--- src/rtl/pong_pkg.sv ---
// Shared types, constants and helpers for the ping-pong match sequencer.
package pong_pkg;

  // Match sequencer states. The numeric encoding is visible on game_state.
  typedef enum logic [2:0] {
    ST_IDLE      = 3'd0,
    ST_SERVE     = 3'd1,
    ST_PLAY      = 3'd2,
    ST_ISSUE     = 3'd3,
    ST_WAIT      = 3'd4,
    ST_SCORED    = 3'd5,
    ST_PAUSED    = 3'd6,
    ST_GAME_OVER = 3'd7
  } state_t;

  // Two-axis 16-bit vector; x sits in the upper half when flattened.
  typedef struct packed {
    logic [15:0] x;
    logic [15:0] y;
  } vec2_t;

  // Physics score flags: bit0 means the right player scored, bit1 the left.
  localparam logic [1:0] SCORE_RIGHT = 2'b01;
  localparam logic [1:0] SCORE_LEFT  = 2'b10;

  // Winner encodings.
  localparam logic [1:0] WIN_NONE  = 2'b00;
  localparam logic [1:0] WIN_LEFT  = 2'b01;
  localparam logic [1:0] WIN_RIGHT = 2'b10;

  // Centre of a field given as {width, height}; halves each axis.
  function automatic vec2_t field_centre(input logic [31:0] dims);
    vec2_t c;
    c.x = dims[31:16] >> 1;
    c.y = dims[15:0] >> 1;
    return c;
  endfunction

  // Two's complement negation of one axis.
  function automatic logic [15:0] neg16(input logic [15:0] v);
    return ~v + 16'd1;
  endfunction

  // Score increment that sticks at 15 instead of wrapping.
  function automatic logic [3:0] sat_inc4(input logic [3:0] v);
    return (v == 4'hF) ? v : v + 4'd1;
  endfunction

endpackage

--- src/rtl/pong_match_controller_btn_edge.sv ---
// Rising-edge detector for an already-synchronised button level.
// The pulse is registered, so it appears in the cycle after the input rises.
module pong_btn_edge (
  input  logic clk,
  input  logic rst,
  input  logic btn,
  output logic rise
);

  logic prev_q, prev_d;
  logic rise_q, rise_d;

  // Next values: remember the level, flag a low-to-high transition.
  always_comb begin
    prev_d = btn;
    rise_d = btn & ~prev_q;
  end

  // Edge detector state.
  always_ff @(posedge clk or posedge rst) begin
    if (rst) begin
      prev_q <= 1'b0;
      rise_q <= 1'b0;
    end else begin
      prev_q <= prev_d;
      rise_q <= rise_d;
    end
  end

  assign rise = rise_q;

endmodule

--- src/rtl/pong_match_controller.sv ---
// Match sequencer: owns ball position/velocity, requests one physics step
// per frame, and handles serve delay, pause, scoring and win detection.
module pong_match_controller
  import pong_pkg::*;
#(
  parameter int unsigned SERVE_FRAMES = 60,
  parameter int unsigned WIN_SCORE    = 7,
  parameter int unsigned PHYS_LATENCY = 1,
  parameter logic [15:0] INIT_VX      = 16'd5,
  parameter logic [15:0] INIT_VY      = 16'd5
) (
  input  logic        clk,
  input  logic        rst,
  input  logic        frame_tick,
  input  logic        start_btn,
  input  logic        pause_btn,
  input  logic [31:0] dimensions,
  input  logic [31:0] phys_pos_out,
  input  logic [31:0] phys_vel_out,
  input  logic [1:0]  phys_scored,
  output logic        phys_req,
  output logic [31:0] ball_pos,
  output logic [31:0] ball_vel,
  output logic [3:0]  score_left,
  output logic [3:0]  score_right,
  output logic [1:0]  winner,
  output logic [2:0]  game_state,
  output logic        frame_overrun
);

  localparam logic [15:0] SERVE_LOAD = 16'(SERVE_FRAMES);
  localparam logic [2:0]  WAIT_LOAD  = 3'(PHYS_LATENCY);
  localparam logic [3:0]  WIN_PTS    = 4'(WIN_SCORE);

  logic start_rise, pause_rise;

  state_t      state_q, state_d;
  vec2_t       pos_q, pos_d;
  vec2_t       vel_q, vel_d;
  vec2_t       centre;
  logic [3:0]  score_l_q, score_l_d;
  logic [3:0]  score_r_q, score_r_d;
  logic [3:0]  new_l, new_r;
  logic [1:0]  winner_q, winner_d;
  logic [1:0]  scored_q, scored_d;
  logic        phys_req_q, phys_req_d;
  logic        overrun_q, overrun_d;
  logic        serve_dir_q, serve_dir_d;   // 1 = serve toward +X
  logic        pend_q, pend_d;             // pause edge seen mid-step
  logic        pend_now;
  logic [15:0] serve_cnt_q, serve_cnt_d;
  logic [2:0]  wait_cnt_q, wait_cnt_d;
  logic        centred;

  pong_btn_edge u_start_edge (
    .clk  (clk),
    .rst  (rst),
    .btn  (start_btn),
    .rise (start_rise)
  );

  pong_btn_edge u_pause_edge (
    .clk  (clk),
    .rst  (rst),
    .btn  (pause_btn),
    .rise (pause_rise)
  );

  assign centre = field_centre(dimensions);

  // Next-state and datapath decisions for the match sequencer.
  always_comb begin
    state_d     = state_q;
    pos_d       = pos_q;
    vel_d       = vel_q;
    score_l_d   = score_l_q;
    score_r_d   = score_r_q;
    winner_d    = winner_q;
    scored_d    = scored_q;
    phys_req_d  = 1'b0;
    overrun_d   = overrun_q;
    serve_dir_d = serve_dir_q;
    pend_d      = pend_q;
    serve_cnt_d = serve_cnt_q;
    wait_cnt_d  = wait_cnt_q;
    new_l       = score_l_q;
    new_r       = score_r_q;
    // A pause edge arriving on the very cycle a step completes still counts.
    pend_now    = pend_q | pause_rise;

    unique case (state_q)
      ST_IDLE: begin
        pos_d = centre;
        vel_d = '0;
        if (start_rise) begin
          state_d     = ST_SERVE;
          serve_cnt_d = SERVE_LOAD;
        end
      end

      ST_SERVE: begin
        pos_d = centre;
        vel_d = '0;
        if (frame_tick) begin
          // A count of 0 or 1 both mean "serve on this tick".
          if (serve_cnt_q <= 16'd1) begin
            serve_cnt_d = '0;
            vel_d.x     = serve_dir_q ? INIT_VX : neg16(INIT_VX);
            vel_d.y     = INIT_VY;
            if (pend_q) begin
              state_d = ST_PAUSED;
              pend_d  = 1'b0;
            end else begin
              state_d = ST_PLAY;
            end
          end else begin
            serve_cnt_d = serve_cnt_q - 16'd1;
          end
        end
      end

      ST_PLAY: begin
        // Pause takes priority; a coincident tick is simply lost.
        if (pause_rise) begin
          state_d = ST_PAUSED;
        end else if (frame_tick) begin
          state_d    = ST_ISSUE;
          phys_req_d = 1'b1;
        end
      end

      ST_ISSUE: begin
        wait_cnt_d = WAIT_LOAD;
        state_d    = ST_WAIT;
        if (frame_tick) overrun_d = 1'b1;
        if (pause_rise) pend_d = 1'b1;
      end

      ST_WAIT: begin
        if (frame_tick) overrun_d = 1'b1;
        if (wait_cnt_q <= 3'd1) begin
          pos_d    = vec2_t'(phys_pos_out);
          vel_d    = vec2_t'(phys_vel_out);
          scored_d = phys_scored;
          if (phys_scored != 2'b00) begin
            state_d = ST_SCORED;
            pend_d  = pend_now;
          end else if (pend_now) begin
            state_d = ST_PAUSED;
            pend_d  = 1'b0;
          end else begin
            state_d = ST_PLAY;
            pend_d  = 1'b0;
          end
        end else begin
          wait_cnt_d = wait_cnt_q - 3'd1;
          if (pause_rise) pend_d = 1'b1;
        end
      end

      ST_SCORED: begin
        // Both flags together is treated as a fault: no point, same server.
        if (scored_q == SCORE_RIGHT) begin
          new_r       = sat_inc4(score_r_q);
          serve_dir_d = 1'b0;
        end else if (scored_q == SCORE_LEFT) begin
          new_l       = sat_inc4(score_l_q);
          serve_dir_d = 1'b1;
        end
        score_l_d = new_l;
        score_r_d = new_r;
        pos_d     = centre;
        vel_d     = '0;
        if (new_l == WIN_PTS) begin
          winner_d = WIN_LEFT;
          state_d  = ST_GAME_OVER;
        end else if (new_r == WIN_PTS) begin
          winner_d = WIN_RIGHT;
          state_d  = ST_GAME_OVER;
        end else begin
          state_d     = ST_SERVE;
          serve_cnt_d = SERVE_LOAD;
        end
      end

      ST_PAUSED: begin
        if (pause_rise) state_d = ST_PLAY;
      end

      ST_GAME_OVER: begin
        pos_d = centre;
        vel_d = '0;
        if (start_rise) begin
          score_l_d   = '0;
          score_r_d   = '0;
          winner_d    = WIN_NONE;
          overrun_d   = 1'b0;
          serve_dir_d = 1'b1;
          pend_d      = 1'b0;
          serve_cnt_d = SERVE_LOAD;
          state_d     = ST_SERVE;
        end
      end

      default: state_d = ST_IDLE;
    endcase
  end

  // All sequencer state and registered outputs.
  always_ff @(posedge clk or posedge rst) begin
    if (rst) begin
      state_q     <= ST_IDLE;
      pos_q       <= '0;
      vel_q       <= '0;
      score_l_q   <= '0;
      score_r_q   <= '0;
      winner_q    <= WIN_NONE;
      scored_q    <= '0;
      phys_req_q  <= 1'b0;
      overrun_q   <= 1'b0;
      serve_dir_q <= 1'b1;
      pend_q      <= 1'b0;
      serve_cnt_q <= '0;
      wait_cnt_q  <= '0;
    end else begin
      state_q     <= state_d;
      pos_q       <= pos_d;
      vel_q       <= vel_d;
      score_l_q   <= score_l_d;
      score_r_q   <= score_r_d;
      winner_q    <= winner_d;
      scored_q    <= scored_d;
      phys_req_q  <= phys_req_d;
      overrun_q   <= overrun_d;
      serve_dir_q <= serve_dir_d;
      pend_q      <= pend_d;
      serve_cnt_q <= serve_cnt_d;
      wait_cnt_q  <= wait_cnt_d;
    end
  end

  // While the ball is parked it tracks the live field centre, including
  // during reset when the registers cannot hold a data-dependent value.
  assign centred = (state_q == ST_IDLE) || (state_q == ST_SERVE) ||
                   (state_q == ST_GAME_OVER);

  assign ball_pos      = centred ? 32'(centre) : 32'(pos_q);
  assign ball_vel      = centred ? 32'd0 : 32'(vel_q);
  assign score_left    = score_l_q;
  assign score_right   = score_r_q;
  assign winner        = winner_q;
  assign game_state    = state_q;
  assign phys_req      = phys_req_q;
  assign frame_overrun = overrun_q;

endmodule

--- config.mk ---
export PLATFORM = sky130hd
export DESIGN_NAME = pong_match_controller
export DESIGN_NICKNAME = d
export VERILOG_FILES = /design/src/rtl/pong_pkg.sv /design/src/rtl/pong_match_controller_btn_edge.sv /design/src/rtl/pong_match_controller.sv
export SDC_FILE = /design/constraint.sdc
export NUM_CORES = 1
export LEC_CHECK = 0
export CORE_MARGIN = 8
export CORE_UTILIZATION = 43
export DETAILED_ROUTE_END_ITERATION = 7
export PLACE_DENSITY_LB_ADDON = 0.2
export SYNTH_ARGS = -nofsm -noshare
export SYNTH_HDL_FRONTEND = slang
export SYNTH_SLANG_ARGS = --single-unit
--- constraint.sdc ---
create_clock -name clk -period 5 [get_ports clk]
set_input_delay 1.25 -clock clk [delete_from_list [all_inputs] [get_ports clk]]
set_output_delay 1.25 -clock clk [all_outputs]
set_load 0.1 [all_outputs]
# Word-level counts from Yosys, hierarchy flattened
# Index checks and enable logic that the tools add are counted.
# totals
regBits	106
input_bits	103
word_cells	142
# op_classes
n_addsub	4
magnitude_cmp	2
eq_ne	26
mux	60
n_bitwise	5
n_reduce_logical	26
# ops
operator	count
32-bit two-way mux	6
16-bit two-way mux	6
32-bit case mux with 3 select lines	1
32-bit case mux with 2 select lines	1
16-bit case mux with 3 select lines	1
3-bit two-way mux	13
4-bit two-way mux	8
3-bit case mux with 7 select lines	1
16-bit by 1-bit <= comparator with 1-bit output (second input constant)	1
4-bit case mux with 2 select lines	2
16-bit by 1-bit subtractor with 16-bit output (second input constant)	1
1-bit two-way mux	13
3-bit equality test (second input constant)	4
2-bit != test (second input constant)	6
2-bit AND reduction	5
2-bit nonzero test	5
3-bit AND reduction	3
4-bit by 1-bit adder with 4-bit output (second input constant)	2
4-bit by 3-bit equality test with 1-bit output (second input constant)	2
4-bit equality test (second input constant)	2
2-bit by 1-bit != test with 1-bit output (second input constant)	4
3-bit by 2-bit equality test with 1-bit output (second input constant)	2
2-bit two-way mux	3
3-bit != test (second input constant)	2
other kinds (23)	29

# Depth between registers and ports, before layout
# depth
word_depth	8
mapped_depth	9

# Modules after synthesis
# From an unflattened synthesis, not the netlist that was laid out.
# unflattened
cells_unflattened	641
hier_area_um2	5969.5
# modules_own_cells
mod	n_inst	cells_each	area_per_inst_um2	seq_area_each_um2
pong_match_controller	1	633	5834.3	2553.7
pong_btn_edge	2	4	67.6	50.0

# Worst setup path before layout
# Ideal clock, no wire load.
# synth_timing
path_type	reg2out
startpoint	register state_q[0], in the netlist game_state[0]
endpoint	output port ball_vel[10]
arrival_time_ns	3.043
slack_ns	0.707
stages_incl_launch_ff	7
n_path_buf	3
cell_sequence	dfrtp_1 > buf_4 > buf_2 > nand2_1 > a21oi_2 > clkbuf_1 > nor2b_1
# synth_between
elab_chain_cells	4
word_cells_on_any_way	6
classes_between	eq/ne (2); mux (1); reduce/logical (3)
# synth_rtl
element	line	source
from (decl)	pong_match_controller.sv:37	state_t state_q, state_d;
from (signal assigned)	pong_match_controller.sv:226	state_q <= state_d;
3-bit by 1-bit equality test with 1-bit output or 3-bit logical NOT (tied branches)	pong_match_controller.sv:244	assign centred = (state_q == ST_IDLE) || (state_q == ST_SERVE) ||
1-bit logical OR	pong_match_controller.sv:244	
1-bit logical OR (*)	pong_match_controller.sv:244	
32-bit two-way mux (*)	pong_match_controller.sv:248	assign ball_vel = centred ? 32'd0 : 32'(vel_q);
to (decl)	pong_match_controller.sv:23	output logic [31:0] ball_vel,
# Every way passes the cells marked *; elsewhere a longest branch is shown, timed or not.

# Worst setup path in the final report
# layout_timing
startpoint	register state_q[0], in the netlist game_state[0]
endpoint	output port ball_pos[12]
# layout_between
elab_chain_cells	4
word_cells_on_any_way	6
classes_between	eq/ne (2); mux (1); reduce/logical (3)
# layout_rtl
element	line	source
3-bit by 1-bit equality test with 1-bit output or 3-bit logical NOT (tied branches)	pong_match_controller.sv:244	
1-bit logical OR	pong_match_controller.sv:244	
1-bit logical OR (*)	pong_match_controller.sv:244	
32-bit two-way mux (*)	pong_match_controller.sv:247	assign ball_pos = centred ? 32'(centre) : 32'(pos_q);
to (decl)	pong_match_controller.sv:22	output logic [31:0] ball_pos,
# Marked as above.

==> run summary <==
The area fraction of the dominant cell type after synthesis came out at 44.2%. At the end of routability-driven placement, the weighted congestion stood at 0.779. The transition time at the pin with the least slew margin is 1.03 ns. In this run, the number of DRC markers left after iteration 0 of detailed routing was 324.

The standard cell with the maximum stage delay on the critical path is sky130_fd_sc_hd__dfrtp_1. The total DRC errors in the routed layout is 0. The largest fanout on the critical path is 64. For this run, the leading register cell type out of synthesis is sky130_fd_sc_hd__dfrtp_1.

In this run the count of I/O pins placed on the die edge is 182. The upper clock frequency limit came out at 240 MHz. The library cell used most frequently in the layout, excluding fill and tap cells, is sky130_fd_sc_hd__clkdlybuf4s50_1.

Data on the critical path is required at its endpoint by 3.75 ns. The average routed wire per standard cell came out at 16.6 um. The max-capacitance violation count came out at 0. The count of clock tree sinks is 106.

After synthesis the netlist holds a flip-flop and latch count of 106. In this run, synthesis inferred 0 flip-flops with an integrated enable. The number of antenna diodes came out at 0. The relative max-transition margin is 31.1%.

The setup violation total in the final timing report is 0. The proportion of layout cells with a drive suffix above 1 is 17.2%. Sequential elements use 44.7% of the synthesized area. The category of the worst setup path launch point is a flop.

The kind of cell adding the most delay to the critical path is buffers and inverters. The average vias per placed instance came out at 5.37. The smallest hold slack came out at 0.399 ns.

The count of warnings emitted by yosys came out at 0. Row generation in the floorplan step produced 43 rows. The root buffer cell chosen for the clock tree is sky130_fd_sc_hd__clkbuf_16. The synthesized netlist contains 67 unique library cells. A synthesized cell averages 9.18 um^2. The type of the tightest min-delay check is reg2reg.

Walking the worst path, the cells encountered are nand2_1 -> a21oi_4 -> buf_4 -> mux2_2 -> buf_4. Entering global routing, the biggest net connects 65 pins. Once placement finished, the instance area stood at 7700 um^2. STA classifies the critical path endpoint as a primary output. The top cell types in the final layout, fill and taps aside, are 115 x sky130_fd_sc_hd__clkdlybuf4s50_1, 105 x sky130_fd_sc_hd__nand2_1, 105 x sky130_fd_sc_hd__dfrtp_1. The via count of the first global-routing pass came to 5526. The net total in the final layout is 920. The clock passes through at most 2 buffers. By instance count, the cell type seen most on the critical path is sky130_fd_sc_hd__buf_4. The area growth from synthesis to final layout is 33.8%. After floorplanning, the core was sized to cover 13700 um^2. TritonCTS built the clock tree.

Before antenna repair, the detailed router went through 4 iterations. Summing over every cut layer, the via total after detailed routing is 5329. The effective utilization at floorplan is 43.5%. The clock-pin slew on the worst setup and hold paths came out at 0.07 ns. Gates resized during post-CTS repair numbered 0. The number of nets in the synthesized netlist is 758.

The number of antenna violations at the first check in global routing came out at 0. The total negative setup slack is 0 ns. The clock tree synthesis step divided the H-tree into 3 levels. Across the routed clock network, the largest skew measured is 0.0115 ns. The stage delay of the slowest cell on the critical path is 0.73 ns. The critical path is of the reg2out type. The total die area is 17800 um^2. The HPWL after detailed placement is 12000 um. After synthesis, the share of flip-flops with an asynchronous set or reset is 100%. TritonCTS created 9 clock buffers. Summed over all instances, the cell type with the most area after synthesis is sky130_fd_sc_hd__dfrtp_1. The total global routing overflow came out at 0. The time the worst path needs with I/O delays and setup came out at 4.17 ns. The post-CTS setup buffer count is 0. In this run the horizontal extent of the chip is 134 um. The number of max-slew violations in the final report was 0. The final non-filler cell area came out at 7950 um^2. The post-synthesis cell area is 5940 um^2.

The first global-routing pass estimated 27000 um of wire. The combined buffer and inverter count along the critical path came out at 2. The clock latency on the worst-skew pair came out at 0.35 ns.

For this block, the routed nets add up to 16500 um of wire. The share of the clock period used by the worst path came out at 83.4%. The arrival time of the worst setup path came out at 2.92 ns.

From bottom edge to top edge, the die measures 134 um. Global routing consumed, over all layers together, 18.5% of the routing resources. The final-report hold violation count came out at 0. The remaining number of nets flagged by the antenna check after routing is 0. Setup repair after global routing left no endpoint under its margin. The hold-fix buffer count after cts is 0. Port buffering added 179 buffers. After synthesis, the cell types taking the most area are sky130_fd_sc_hd__dfrtp_1 44%, sky130_fd_sc_hd__nand2_1 6.6%, sky130_fd_sc_hd__mux2i_1 5.9%.

The run finished with clean final reports. The synthesized netlist cell count is 647.
## cells by family (layout without fill, tap and decap cells)
group	count (synthesis)	in the layout	share of synthesized area (%)
adder cells (fa/ha/maj)	8	8	1.68
AND/OR/NAND/NOR	267	267	22.4
AO/OA/AOI/OAI	146	146	15.1
flip-flops	106	106	44.7
buffers and inverters	53	218	4.27
multiplexers	65	65	11.6
XOR/XNOR	2	2	0.295
## flip-flops by register name, summed over array words and instances (netlist names), 2 cells and up
signal / flops
game_state: 3
pos_q: 32
score_left: 4
score_right: 4
scored_q: 2
serve_cnt_q: 16
vel_q: 32
wait_cnt_q: 3
winner: 2
## metrics by stage
| stage | worst slack, ns | util [%] | cells |
|---|---|---|---|
| final | 0.830 | 58.2 | 992 |
| after global routing | 0.658 | 58.2 | 992 |
| after CTS | 0.812 | 58.2 | 992 |
| after detailed placement | 1.19 | 56.3 | 978 |
| after global placement | 1.26 | 56.3 | 978 |
| after floorplan | 0.707 | - | 647 |
## area by class of cell
class	count	area, um^2
clock inverters	3	18.8
repair buffers	187	1690
inverters	17	66.3
multi-input cells	488	3060
clock buffers	11	233
well taps	180	225
fillers	1218	5710
flip-flops and latches	106	2650
## per-layer routing
layer  global-route usage, %  share of wire [%]
met1                    20.9                 41
met2                    32.9                 51
met3                    4.78                5.8
met4                    6.24                1.8
met5                       0                  0
## path summary, 6_finish.rpt
path                                      from                 to  slack (ns)  depth (start not counted)
max in group asynchronous                  rst        serve_dir_q        2.71                          3
min in group asynchronous                  rst          pos_q[25]        1.41                          2
setup / recovery                 game_state[0]       ball_pos[12]        0.83                          5
setup reg to reg                 game_state[0]           vel_q[3]        1.89                          7
hold / removal             u_pause_edge.prev_q  u_pause_edge.rise        0.40                          1
hold reg to reg            u_pause_edge.prev_q  u_pause_edge.rise        0.40                          1
## Yosys cell counts (2+ instances only)
cell and count:
sky130_fd_sc_hd__a221oi_1 2, sky130_fd_sc_hd__ha_1 8, sky130_fd_sc_hd__o31ai_1 5, sky130_fd_sc_hd__o41ai_1 4, sky130_fd_sc_hd__or2_1 2, sky130_fd_sc_hd__nor3_1 9, sky130_fd_sc_hd__a22oi_1 2, sky130_fd_sc_hd__o22ai_1 2
sky130_fd_sc_hd__buf_4 7, sky130_fd_sc_hd__nand4_1 3, sky130_fd_sc_hd__mux2i_1 35, sky130_fd_sc_hd__o21ai_0 62, sky130_fd_sc_hd__xor2_1 2, sky130_fd_sc_hd__and4b_1 2, sky130_fd_sc_hd__nor4_1 3, sky130_fd_sc_hd__nor2_1 57
sky130_fd_sc_hd__a21oi_1 39, sky130_fd_sc_hd__nor4_4 2, sky130_fd_sc_hd__buf_2 10, sky130_fd_sc_hd__o21bai_1 2, sky130_fd_sc_hd__nand2b_1 4, sky130_fd_sc_hd__nand2_1 105, sky130_fd_sc_hd__buf_6 2, sky130_fd_sc_hd__inv_1 17
sky130_fd_sc_hd__nor2b_1 40, sky130_fd_sc_hd__dfrtp_1 105, sky130_fd_sc_hd__o211ai_1 2, sky130_fd_sc_hd__a21oi_2 2, sky130_fd_sc_hd__a31oi_1 2, sky130_fd_sc_hd__nand3_1 23, sky130_fd_sc_hd__or3b_1 2, sky130_fd_sc_hd__nor3_4 2
sky130_fd_sc_hd__a21o_1 4, sky130_fd_sc_hd__a211oi_1 3, sky130_fd_sc_hd__clkbuf_1 15, sky130_fd_sc_hd__mux2_2 30
Power is not shown: default switching activity piles up to over one toggle a cycle in this logic, so the estimate is an artifact.
